<file path="src/rtl/add3_chunk_sequencer.sv">
// Chunk-serial three-operand adder: LSB chunk first, one registered sum per chunk, then a carry beat.
// Optional fixed-length termination via num_beats: define ADD3_CHUNK_SEQUENCER_FIXED_LEN_EN.
//
// state | meaning
// IDLE  | no operation open
// RUN   | operation open, more chunks expected
// FLUSH | all chunks consumed, carry beat pending
module add3_chunk_sequencer #(
    parameter int N          = 32,
    parameter int MAX_BEATS  = 64,
    localparam int CW        = $clog2(MAX_BEATS + 1)
) (
    input  logic          clk,
    input  logic          reset,
    input  logic          in_valid,
    output logic          in_ready,
    input  logic [N-1:0]  in_a,
    input  logic [N-1:0]  in_b,
    input  logic [N-1:0]  in_c,
    input  logic          in_last,
`ifdef ADD3_CHUNK_SEQUENCER_FIXED_LEN_EN
    input  logic [CW-1:0] num_beats,
`endif
    output logic          out_valid,
    input  logic          out_ready,
    output logic [N-1:0]  out_data,
    output logic          out_last,
    output logic          busy,
    output logic          len_err
);

    typedef enum logic [1:0] {IDLE, RUN, FLUSH} state_t;

    localparam logic [CW-1:0] MAX_CNT = CW'(MAX_BEATS);

    state_t         state_q;
    logic [1:0]     carry_q;
    logic [CW-1:0]  beat_q;
    logic           out_valid_q;
    logic           out_last_q;
    logic [N-1:0]   out_data_q;
    logic           len_err_q;

    logic           out_free;
    logic           accept;
    logic [1:0]     carry_in;
    logic [N+1:0]   sum_d;
    logic [CW-1:0]  beat_d;
    logic           term_d;
    logic           len_err_d;

`ifdef ADD3_CHUNK_SEQUENCER_FIXED_LEN_EN
    logic [CW-1:0]  target_q;
    logic [CW-1:0]  target_d;
    logic           over_q;
    logic           over_d;
`endif

    always_comb begin
        out_free = !out_valid_q || out_ready;
        in_ready = (state_q != FLUSH) && out_free;
        accept   = in_valid && in_ready;
        carry_in = (state_q == IDLE) ? 2'd0 : carry_q;
        // Three N-bit chunks plus a carry of at most 2 never exceed N+2 bits.
        sum_d    = (N+2)'(in_a) + (N+2)'(in_b) + (N+2)'(in_c) + (N+2)'(carry_in);
        beat_d   = (state_q == IDLE) ? CW'(1) : beat_q + CW'(1);
`ifdef ADD3_CHUNK_SEQUENCER_FIXED_LEN_EN
        if (state_q == IDLE) begin
            over_d = (num_beats > MAX_CNT);
            if (num_beats == '0)
                target_d = CW'(1);
            else if (over_d)
                target_d = MAX_CNT;
            else
                target_d = num_beats;
        end else begin
            target_d = target_q;
            over_d   = over_q;
        end
        term_d    = (beat_d == target_d);
        len_err_d = term_d && over_d;
`else
        term_d    = in_last || (beat_d == MAX_CNT);
        len_err_d = !in_last && (beat_d == MAX_CNT);
`endif
    end

    always_ff @(posedge clk) begin
        if (reset) begin
            state_q     <= IDLE;
            carry_q     <= 2'd0;
            beat_q      <= '0;
            out_valid_q <= 1'b0;
            out_last_q  <= 1'b0;
            out_data_q  <= '0;
            len_err_q   <= 1'b0;
`ifdef ADD3_CHUNK_SEQUENCER_FIXED_LEN_EN
            target_q    <= '0;
            over_q      <= 1'b0;
`endif
        end else begin
            len_err_q <= 1'b0;
            if (accept) begin
                out_data_q  <= sum_d[N-1:0];
                out_valid_q <= 1'b1;
                out_last_q  <= 1'b0;
                carry_q     <= sum_d[N+1:N];
                beat_q      <= beat_d;
                state_q     <= term_d ? FLUSH : RUN;
                len_err_q   <= len_err_d;
`ifdef ADD3_CHUNK_SEQUENCER_FIXED_LEN_EN
                target_q    <= target_d;
                over_q      <= over_d;
`endif
            end else if (state_q == FLUSH && out_free) begin
                out_data_q  <= N'(carry_q);
                out_last_q  <= 1'b1;
                out_valid_q <= 1'b1;
                state_q     <= IDLE;
                carry_q     <= 2'd0;
            end else if (out_free) begin
                out_valid_q <= 1'b0;
            end
        end
    end

    assign out_valid = out_valid_q;
    assign out_data  = out_data_q;
    assign out_last  = out_last_q;
    assign busy      = (state_q != IDLE);
    assign len_err   = len_err_q;

endmodule

</file>
<file path="config.mk">
export PLATFORM = sky130hd
export DESIGN_NAME = add3_chunk_sequencer
export DESIGN_NICKNAME = d
export VERILOG_FILES = /design/src/rtl/add3_chunk_sequencer.sv
export SDC_FILE = /design/constraint.sdc
export NUM_CORES = 1
export LEC_CHECK = 0
export CELL_PAD_IN_SITES_DETAIL_PLACEMENT = 0
export CELL_PAD_IN_SITES_GLOBAL_PLACEMENT = 1
export CORE_MARGIN = 2
export CORE_UTILIZATION = 28
export CTS_CLUSTER_SIZE = 20
export DETAILED_ROUTE_END_ITERATION = 12
export PLACE_DENSITY = 0.75
export REMOVE_ABC_BUFFERS = 1
export SYNTH_ARGS = -nofsm -noshare
export SYNTH_HDL_FRONTEND = slang
export SYNTH_SLANG_ARGS = --single-unit
</file>
<file path="constraint.sdc">
create_clock -name clk -period 9.9 [get_ports clk]
set_input_delay 1.98 -clock clk [delete_from_list [all_inputs] [get_ports clk]]
set_output_delay 1.98 -clock clk [all_outputs]
set_load 0.03 [all_outputs]
</file>
# After elaboration in Yosys (flattened, before gate mapping)
# Index checks and enable logic that the tools add are counted.
dict set report word_totals {
  reg_bits 46
  inputBits 101
  out_inout_bits 37
  wordCells 40
}
dict set report op_classes {
  add_sub_neg 4
  n_eq_ne 3
  muxes 11
  n_bitwise 1
  reduce_logical 14
}
# operator n
set ops {}
lappend ops {{32-bit 2-to-1 mux} 2}
lappend ops {{33-bit by 32-bit adder with 34-bit output} 1}
lappend ops {{34-bit by 2-bit adder with 34-bit output} 1}
lappend ops {{32-bit by 32-bit adder with 33-bit output} 1}
lappend ops {{2-bit 2-to-1 mux} 5}
lappend ops {{7-bit by 1-bit adder with 7-bit output (second input constant)} 1}
lappend ops {{7-bit == test (second input constant)} 1}
lappend ops {{7-bit 2-to-1 mux} 1}
lappend ops {{1-bit logical AND} 4}
lappend ops {{2-bit nonzero test} 2}
lappend ops {{2-bit OR reduction} 2}
lappend ops {{1-bit 2-to-1 mux} 3}
lappend ops {{3-bit nonzero test} 1}
lappend ops {{2-bit == test (second input constant)} 1}
lappend ops {{1-bit zero test} 2}
lappend ops {{2-bit zero test} 1}
lappend ops {{1-bit logical OR} 2}
lappend ops {{2-bit inequality test (second input constant)} 1}
lappend ops {{1-bit inverter} 1}

# Logic depth before layout (Yosys ltp)
# Gate-level depths: netlist (run 1).
dict set report depth {
  ltp_word 6
  depth_mapped 15
  depth_no_buf 15
}

# Worst setup path before layout (run 1)
# OpenSTA, ideal clock, no wires.
dict set report synth_path {
  path_type {in2reg}
  startpoint {in in_a[1]}
  endpoint {reg out_data_q[29], in the netlist out_data[29]}
  setup_ns 0.127
  arrival_time_ns 4.881
  t_required_ns 9.773
  slack_ns 4.892
  path_stages 15
  path_buffers 0
  cell_sequence {inv_1 > fa_1 > inv_1 > fa_1 > ha_1 > inv_1 > fa_1 > nor2b_1 > o21ai_1 > a211oi_1 > nor3b_2 > o21a_1 > o21ai_1 > xnor2_1 > o21ai_1}
}
dict set report synth_via {
  elab_chain_cells 4
}
# item line
set synth_rtl {}
lappend synth_rtl {{start: declaration} 17} ;# input logic [N-1:0] in_a,
lappend synth_rtl {{32-bit by 32-bit adder with 33-bit output} 65} ;# sum_d = (N+2)'(in_a) + (N+2)'(in_b) + (N+2)'(in_c) + (N+2)'(carry_in);
lappend synth_rtl {{33-bit by 32-bit adder with 34-bit output} 65}
lappend synth_rtl {{34-bit by 2-bit adder with 34-bit output} 65}
lappend synth_rtl {{32-bit 2-to-1 mux} 103} ;# if (accept) begin
lappend synth_rtl {{end signal: assignment} 104} ;# out_data_q <= sum_d[N-1:0];
lappend synth_rtl {{end signal: assignment} 116} ;# out_data_q <= N'(carry_q);
lappend synth_rtl {{end: declaration} 41} ;# logic [N-1:0] out_data_q;
# No other way between the ends.
# A chain may end at the register's enable or synchronous reset.

# Worst setup path in the final report (run 1)
dict set report layout_path {
  startpoint {in in_a[1]}
  endpoint {reg out_data_q[31], in the netlist out_data[31]}
}
# Same word-level chain as after synthesis.

==> summary.md, run 1 <==
| Metric | Value |
|---|---|
| Layout area overhead | 34.15% |
| Commonest non-fill, non-tap cell in the layout | clkdlybuf4s50_1 |
| Number of distinct library cells after synthesis | 53 |
| Global-route wire length before repair | around 23 mm |
| Worst-Margin Slew | 0.8683 ns |
| Dpl ws | roughly 4.2 ns |
| Io pins | about 140 |
| Max Cap Viol | 0 |
| Pleak | 3.140 nW |
| Syn Area/Cell | roughly 7.7 sq um |
| WP data arrival | 5.69 ns |
| Final worst path period need | roughly 5.5 ns |
| Largest net degree at the start of global routing | 32 |
| Via-to-Cell Ratio | roughly 4.7 |
| RSZ-0062 raised after global routing | no |
| Critical path's slowest cell | fa_1 |
| Hold-fix buffers, CTS | 0 |
| Final nets | ~980 |
| Vias in the first global route | 4739 |
| Vias | 4688 |
| Crit share post-route | approximately 55% |
| Top delay family on crit path | adder cells |
| Synth Flop Type | dfxtp_1 |
| Port bufs | ~140 |
| Core Box Area | around 18000 sq um |
| Most frequent cells in the layout | clkdlybuf4s50_1, inv_1, ha_1 |
| Ant diodes | 0 |
| Setup WS post-layout | between 4 and 5 ns |
| Status | completed |
| H-tree Lvls | 2 |
| Wirelength per Cell | around 13 microns |
| Worst skew pair latency | a little under 0.3 ns |
| Initial antenna violation count | 0 |
| Seq/Total Area, Yosys | 18.28% |
| Drc violations | 0 |
| Final setup viols | 0 |
| Tot Pwr | slightly above 1 mW |
| GP Congestion | about 0.8 |
| Critical Path Fanout Max | 3 |
| DIE AREA | 19080 sq um |
| Final TNS setup | 0 ns |
| Cell Area, Synth | approximately 5000 sq um |
| Layout cells sized above 1 | around 2.3% |
| Final Cell Area | about 6800 sq um |
| Post-DRT Antenna Nets | 0 |
| Clock Pin Slew Worst Setup and Hold Paths | approximately 0.070 ns |
| Worst Setup End Kind | register |
| Hpwl dp | between 10 and 15 mm |
| Router iterations before antenna repair | 4 |
| Number of synthesized flops with an enable pin | 0 |
| Startpoint Class | input port |
| Post-synthesis async set-or-reset flop share | 0% |
| VDD IR max | 0.00007120 V |
| Crit path required time | between 10 and 15 ns |
| Placed insts | around 1000 |
| Setup Fix Bufs, Post-CTS | 0 |
| Initial Util | around 28% |
| Final hold vios | 0 |
| DR iter-0 viols | about 230 |
| Die H | ~140 microns |
| CTS tree | done |
| Cells after Synth | 655 |
| Fin cells | between 1000 and 1500 |
| Yosys warning count | 0 |
| Worst min path class | register to register |
| Sum of buffers and inverters on the critical path | 4 |
| WS Path Type | input port to register |
| Power Density | about 150 nW/um^2 |
| Final core utilization | 38.01% |
| Dpl cell area | between 6000 and 7000 sq um |
| Worst-path cell chain | clkdlybuf4s50_1 > inv_1 > fa_1 > inv_1 > fa_1 > ha_1 > inv_1 > fa_1 > nor2b_1 > o21ai_1 > a21oi_1 > o21ai_1 > a21oi_1 > o21ai_0 > and3b_1 > o31ai_1 |
| Final Max Tran Viols | 0 |
| Row cnt | 49 |
| Synth Register Bits | 46 |
| Max_slew headroom | between 40% and 50% |
| Final hold slack | roughly 0.45 ns |
| Die width | between 100 and 150 microns |
| Fmax | between 0.15 and 0.2 GHz |
| Num CTS Buffers | 5 |
| Post-cts repair resize count | 0 |
| Total Wirelength | ~13 mm |
| Clock Sinks | 46 |
| Clock buffer depth | 2 |
| # fillers | between 1500 and 2000 |
| Root buf cell | clkbuf_16 |
| Worst path max stage delay | between 0.5 and 0.6 ns |
| Tot GR Track Use | between 10% and 20% |
| GR Overflow Total | 0 |
| Clock Skews | 0.007277 ns |
Yosys cell counts (6+ instances only):
master / number / area (sq um)
o21a_1: 6 / 45.04
inv_1: 128 / 480.5
xor2_1: 16 / 140.1
nand4_1: 14 / 87.58
xnor2_1: 9 / 78.83
ha_1: 64 / 800.8
nand2_1: 58 / 217.7
a21o_1: 12 / 90.09
a31oi_1: 7 / 43.79
dfxtp_1: 46 / 920.9
fa_1: 34 / 680.7
a21oi_1: 57 / 285.3
nor2b_1: 10 / 62.56
buf_2: 6 / 30.03
nand3_1: 24 / 120.1
o21ai_0: 23 / 115.1
nor3_1: 11 / 55.05
nor2_1: 30 / 112.6
o21ai_1: 13 / 65.06
clkbuf_1: 20 / 75.07
state kept, by name (all words and copies together), names as in the netlist:
name,cells
out_valid,1
carry_q,2
beat_q,7
state_q,2
len_err,1
out_data,32
out_last,1
power breakdown:
group / switching [mW] / leakage [nW] / internal [mW]
Combinational: 0.354 / 2.70 / 0.263
Sequential: 0.0200 / 0.377 / 0.216
Clock: 0.0745 / 0.0640 / 0.0927
layer usage:
metal	part of all wire [%]	up-vias	track usage [%]
met5	0	-	0
met4	1.1	0	3.169
met3	5.3	12	2.217
met2	45	127	23.03
met1	49	2129	19.22
li1	-	2420	-
path summary, 6_finish.rpt:
check	slack, ns	from	end	cells past startpoint
setup reg to reg	6.17	state_q[1]$_SDFFE_PP0P_	out_data[31]$_SDFFE_PP0P_	15
hold reg to reg	0.45	out_data[29]$_SDFFE_PP0P_	out_data[29]$_SDFFE_PP0P_	2
hold / removal	0.45	out_data[29]$_SDFFE_PP0P_	out_data[29]$_SDFFE_PP0P_	2
setup / recovery	4.42	in_a[1]	out_data[31]$_SDFFE_PP0P_	16
final cells by class:
cell class	count	area (sq um)	area share, %
multi-input cells	454	3532	52.27
repair buffers	141	1401	20.74
flip-flops and latches	46	920.9	13.63
inverters	129	484.2	7.165
well taps	229	286.5	4.240
clock buffers	7	132.6	1.963
kinds of logic (layout without fill, tap and decap cells):
logic type      after synthesis  in the layout  share of synthesized area [%]
mux                           2              2                         0.3974
compound gates              150            150                          18.18
flops                        46             46                          18.28
xor+xnor                     25             25                          4.347
buf+inv                     155            277                          11.70
fa+ha+maj                    98             98                          29.41
simple gates                179            179                          17.69
tightest hold or removal path, cell delays in order, from the launching register on:
cell     delay (ns)
dfxtp_1        0.31
nand2_1        0.05
o21ai_1        0.05
Power figures use the tool's default switching activity.
==> inputs of run 2 (changes only) <==
Clock period 9.9 ns to 5.2 ns, I/O delays scaled along.
==> summary.md, run 2 (synthesis results as in run 1) <==
| Metric | Value |
|---|---|
| Status | completed (unchanged) |
| Critical Path Fanout Max | 5 (was 3) |
| Most frequent cells in the layout | clkdlybuf4s50_1, inv_1, ha_1 (unchanged) |
| CTS tree | done (unchanged) |
| Hold-fix buffers, CTS | 0 (unchanged) |
| Number of flip-flops in the largest register | 32 (unchanged) |
| Ant diodes | 0 (unchanged) |
| Startpoint Class | input port (unchanged) |
| Initial Util | 28.33% (unchanged) |
| Max Cap Viol | 0 (unchanged) |
| Vias | 4616 (was 4688) |
| Total Wirelength | 12.78 mm (was 12.96 mm) |
| Power Density | 293.5 nW/um^2 (was 150.9 nW/um^2) |
| Max_slew headroom | 36.88% (was 41.90%) |
| Initial antenna violation count | 0 (unchanged) |
| Post-DRT Antenna Nets | 0 (unchanged) |
| Setup Fix Bufs, Post-CTS | 0 (unchanged) |
| Layout area overhead | 35.05% (was 34.15%) |
| Port bufs | 137 (unchanged) |
| Largest net degree at the start of global routing | 32 (unchanged) |
| Worst skew pair latency | 0.29 ns (about the same) |
| Io pins | 138 (unchanged) |
| Wirelength per Cell | 12.68 microns (was 12.89 microns) |
| Fmax | 0.2227 GHz |
| Clock Skews | 0.005386 ns (was 0.007277 ns) |
| Final worst path period need | ~4.5 ns |
| WP data arrival | 4.67 ns (was 5.69 ns) |
| Via-to-Cell Ratio | 4.579 (was 4.660) |
| H-tree Lvls | 2 (unchanged) |
| GRT met2 Usage | 22.64% (was 23.03%) |
| GR Overflow Total | 0 (unchanged) |
| VDD IR max | 0.0001461 V (was 0.00007120 V) |
| Layout cells sized above 1 | 2.824% (was 2.317%) |
| Final TNS setup | 0 ns (unchanged) |
| Root buf cell | clkbuf_16 (unchanged) |
| Met3 Usage GRT | 2.044% (was 2.217%) |
| Worst Setup End Kind | register (unchanged) |
| Hpwl dp | 10.61 mm (was 10.58 mm) |
| Crit path required time | 5.38 ns (was 10.11 ns) |
| # fillers | 1887 (was 1873) |
| Row cnt | 49 (unchanged) |
| Fin cells | 1008 (was 1006) |
| Worst min path class | register to register (unchanged) |
| Die width | 138.1 microns (unchanged) |
| Final hold vios | 0 (unchanged) |
| Core Box Area | 17780 sq um (unchanged) |
| Clock buffer depth | 2 (unchanged) |
| Final nets | 977 (was 976) |
| Global-route wire length before repair | 21.98 mm (was 22.62 mm) |
| Tot GR Track Use | 13.57% (was 13.94%) |
| Clock Sinks | 46 (unchanged) |
| Router iterations before antenna repair | 4 (unchanged) |
| DIE AREA | 19080 sq um (unchanged) |
| Final setup viols | 0 (unchanged) |
| DR iter-0 viols | 181 (was 229) |
| Vias in the first global route | 4585 (was 4739) |
| GP Congestion | 0.7776 (was 0.7911) |
| Tot Pwr | 1.996 mW (was 1.020 mW) |
| Final Max Tran Viols | 0 (unchanged) |
| Clock Pin Slew Worst Setup and Hold Paths | 0.07 ns (about the same) |
| Final core utilization | 38.26% (was 38.01%) |
| Post-cts repair resize count | 0 (unchanged) |
| GR Util met1 | 18.86% (was 19.22%) |
| Drc violations | 0 (unchanged) |
| Commonest non-fill, non-tap cell in the layout | clkdlybuf4s50_1 (unchanged) |
| WS Path Type | input port to register (unchanged) |
| GRT busiest layer | met2 (unchanged) |
| Pleak | 3.156 nW (was 3.140 nW) |
| Die H | 138.1 microns (unchanged) |
| Crit share post-route | 86.35% |
| Worst-Margin Slew | 0.9416 ns (was 0.8683 ns) |
| Placed insts | 1000 (was 999) |
| RSZ-0062 raised after global routing | no (unchanged) |
| Num CTS Buffers | 5 (unchanged) |
-- run 2: changes by cell type in the layout (fill, tap and decap cells not counted) --
cell,change
clkinvlp_4,+2
bufinv_16,+1
buf_4,+1
clkbuf_1,-2
-- run 2: through the flow --
stage,cell area [sq um],hold slack [ns],setup slack [ns]
final,6803,0.4504,0.7100
after global routing,6803,0.4817,0.4537
after CTS,6803,0.4574,0.6730
after detailed placement,6633,0.4477,0.4094
after global placement,6633,0.4373,0.4016
after floorplan,4932,0.4404,1.120
-- run 2: area by class of cell --
class	instances	area (sq um)	share of cell area (%)
Clock buffer	5	125.1	1.839
Clock inverter	3	45.04	0.6621
Inverter	129	484.2	7.118
Multi-Input combinational cell	454	3532	51.92
Sequential cell	46	920.9	13.54
Tap cell	229	286.5	4.212
Timing Repair Buffer	142	1409	20.71
-- run 2: path summary, 6_finish.rpt --
check / cells after the start / end / slack [ns] / start
worst max-delay path: 16 / out_data[29]$_SDFFE_PP0P_ / 0.71 / in_a[1]
worst min-delay path: 2 / out_data[29]$_SDFFE_PP0P_ / 0.45 / out_data[29]$_SDFFE_PP0P_
worst max register to register: 15 / out_data[29]$_SDFFE_PP0P_ / 1.53 / state_q[1]$_SDFFE_PP0P_
worst min register to register: 2 / out_data[29]$_SDFFE_PP0P_ / 0.45 / out_data[29]$_SDFFE_PP0P_
-- run 2: layer usage --
metal  routed length [microns]  up-vias
li1                          -     2420
met1                      6347     2088
met2                      5824      104
met3                       532        4
met4                        79        0
met5                         0        -
-- run 2: power breakdown --
| part | internal (mW) | switching (mW) | total (mW) | leakage, nW |
|---|---|---|---|---|
| logic | 0.502 | 0.670 | 1.17 | 2.70 |
| registers | 0.411 | 0.0364 | 0.448 | 0.377 |
| clock network | 0.227 | 0.150 | 0.377 | 0.0760 |
| total | 1.14 | 0.856 | 2.00 | 3.16 |
-- run 2: worst max-delay path, stage by stage --
cell and delay, ns:
clkdlybuf4s50_1 0.45, inv_1 0.05, fa_1 0.54, inv_1 0.06, fa_1 0.54, ha_1 0.20
inv_1 0.06, fa_1 0.37, nor2b_1 0.16, o21ai_1 0.12, a211oi_1 0.31, nor3b_2 0.13
o21a_1 0.26, o21ai_1 0.17, xnor2_1 0.14, o21ai_1 0.07
==> patch: new RTL, flow settings as in run 2 <==
The option `ADD3_CHUNK_SEQUENCER_FIXED_LEN_EN` is turned on by a define.
--- a/src/rtl/add3_chunk_sequencer.sv
+++ b/src/rtl/add3_chunk_sequencer.sv
@@ -5,6 +5,8 @@
 // IDLE  | no operation open
 // RUN   | operation open, more chunks expected
 // FLUSH | all chunks consumed, carry beat pending
+`define ADD3_CHUNK_SEQUENCER_FIXED_LEN_EN
+
 module add3_chunk_sequencer #(
     parameter int N          = 32,
     parameter int MAX_BEATS  = 64,
Interface: changed (added num_beats); port bits go from 138 to 145. No check against the original RTL was run, so the function may have changed too.
==> patch against run 2 <==
Via count rose by 7.3%. Cell area rose by 8.0%. Setup slack got worse by 0.21 ns. Final cell count rose by 7.1%. Critical path depth rose by 1. Wire length rose by 6.8%. Clock skew rose by 0.0016 ns. Total power rose by 5.7%. Critical endpoint is now out_data[25]$_SDFFE_PP0P_. Synthesized area rose by 8.4%. Largest power group unchanged. Sequential cell count rose by 8.
==> patch: results (changes against run 2) <==
[layout]
largest_reg_flops = 32  ; unchanged
num_antenna_cells = 0  ; unchanged
drive_gt1_share_pct = 3.44  ; +0.61 points
layout.nets = 1020  ; +4.4%

[clock_tree]
post_cts.repair.setup_buffers = 0  ; unchanged
clk_pin_slew_ns = 0.08
clock_path_buffers = 2  ; unchanged
clock_latency_ns = 0.30
htree_levels = 2  ; unchanged
numCtsBuffers = 5  ; unchanged
root_buffer = clkbuf_16
cts_resized = 0  ; unchanged

[grt]
grt_pass1_vias = 4851  ; +5.8%
grt_pass1_wl_mm = 22.9  ; +4.2%
grt_max_degree = 37  ; +16%
grt_util_all_layers_pct = 13.6  ; about the same
antenna_found_initial = 0  ; unchanged

[setup_path]
reg2reg_to = out_data[25]$_SDFFE_PP0P_
r2r_slack_ns = 0.94  ; -0.59 ns
crit_path_start = in_a[1]
worstReg2RegStart = state_q[0]$_SDFFE_PP0P_
worstSetupPathType = input pin to flop
reg2reg_depth = 16  ; +1
crit_arrival_ns = 4.90  ; +0.23 ns
crit_fanout = 4  ; -1

[logic_synthesis]
synthAdderAreaFrac_pct = 27.1  ; -2.3 points
synth_mux_area_share_pct = 0  ; -0.40 points
yosys.area_share.xor_xnor_pct = 4.65  ; +0.30 points
ys_top_cells_by_area = dfxtp_1, ha_1, fa_1, inv_1, a21oi_1
async_flop_share_pct = 0  ; unchanged
synth_commonest_cells = inv_1, ha_1, nor2_1
ys_types = 61  ; +15%
synth-edff-count = 0  ; unchanged
synth_compound_area_share_pct = 21.9  ; +3.7 points
ys_warn_count = 0  ; unchanged
yosysSeqAreaShare_pct = 19.8  ; +1.5 points

[sta]
max-slew-margin-rel_pct = 53.8  ; +17 points
finalClockSkew_ns = 0.00695  ; +0.00157 ns

[hold_path]
holdPathEnd = state_q[1]$_SDFFE_PP0P_
hold_depth = 2  ; unchanged
hp-class = flop to flop
min_from = state_q[1]$_SDFFE_PP0P_

[power]
vdd_drop_max_mv = 0.134  ; -8.0%
p_leak_nw = 3.41  ; +8.1%
internal_power_mw = 1.23  ; +7.5%

[placement]
post-dp-hpwl_mm = 11.1  ; +4.5%
globalplace.congestion = 0.838  ; +7.8%
io_buffers = 143  ; +4.4%
placed_area_um2 = 7190  ; +8.4%

[status]
status = finished, final reports clean

[routing]
drt_iter0_drc = 249  ; +38%
wl_mm = 13.7  ; +6.8%
dr.pass1.iters = 4  ; unchanged
vias = 4953  ; +7.3%

patch: power groups by stage:
stage	Sequential, mW	Clock [mW]	Combinational [mW]
global placement	0.521	0	1.24
CTS	0.512	0.380	1.25
floorplan	0.613	0	0.747
detailed placement	0.521	0	1.24
finish	0.511	0.365	1.24
global route	0.519	0.396	1.39
patch: routing by layer:
metal,up-vias,track usage (%),share of wire [%]
met3,6,2.53,5.4
li1,2562,-,-
met5,-,0,0
met2,104,23.1,46
met1,2281,17.9,48
met4,0,2.84,0.65
patch: critical path: stages:
cell and delay (ns):
clkdlybuf4s50_1 0.45, inv_1 0.05, fa_1 0.54, inv_1 0.06, fa_1 0.54, ha_1 0.18
inv_1 0.06, fa_1 0.37, nor2b_1 0.27, o31ai_1 0.14, a21oi_1 0.21, o21ai_1 0.16
a31oi_1 0.16, buf_4 0.16, a31oi_2 0.14, xnor2_1 0.16, a22o_1 0.19
patch: through the flow:
stage	util [%]	hold WS, ns	setup slack [ns]	instances
floorplan	-	0.431	0.999	657
global placement	37.3	0.451	0.237	1072
detailed placement	37.3	0.452	0.238	1072
CTS	38.1	0.464	0.542	1080
global route	38.1	0.486	0.250	1080
finish	38.1	0.463	0.503	1080
patch: logic make-up after synthesis:
logic type / after synthesis
simple gates: 176
compound gates: 172
buf+inv: 150
fa+ha+maj: 98
flops: 54
xor+xnor: 29
patch: area by class of cell:
class	count	area (µm²)
Timing Repair Buffer	150	1480
Clock inverter	2	16.3
Sequential cell	54	1080
Fill cell	2022	11900
Multi-Input combinational cell	475	3810
Inverter	128	480
Tap cell	265	332
Clock buffer	6	139
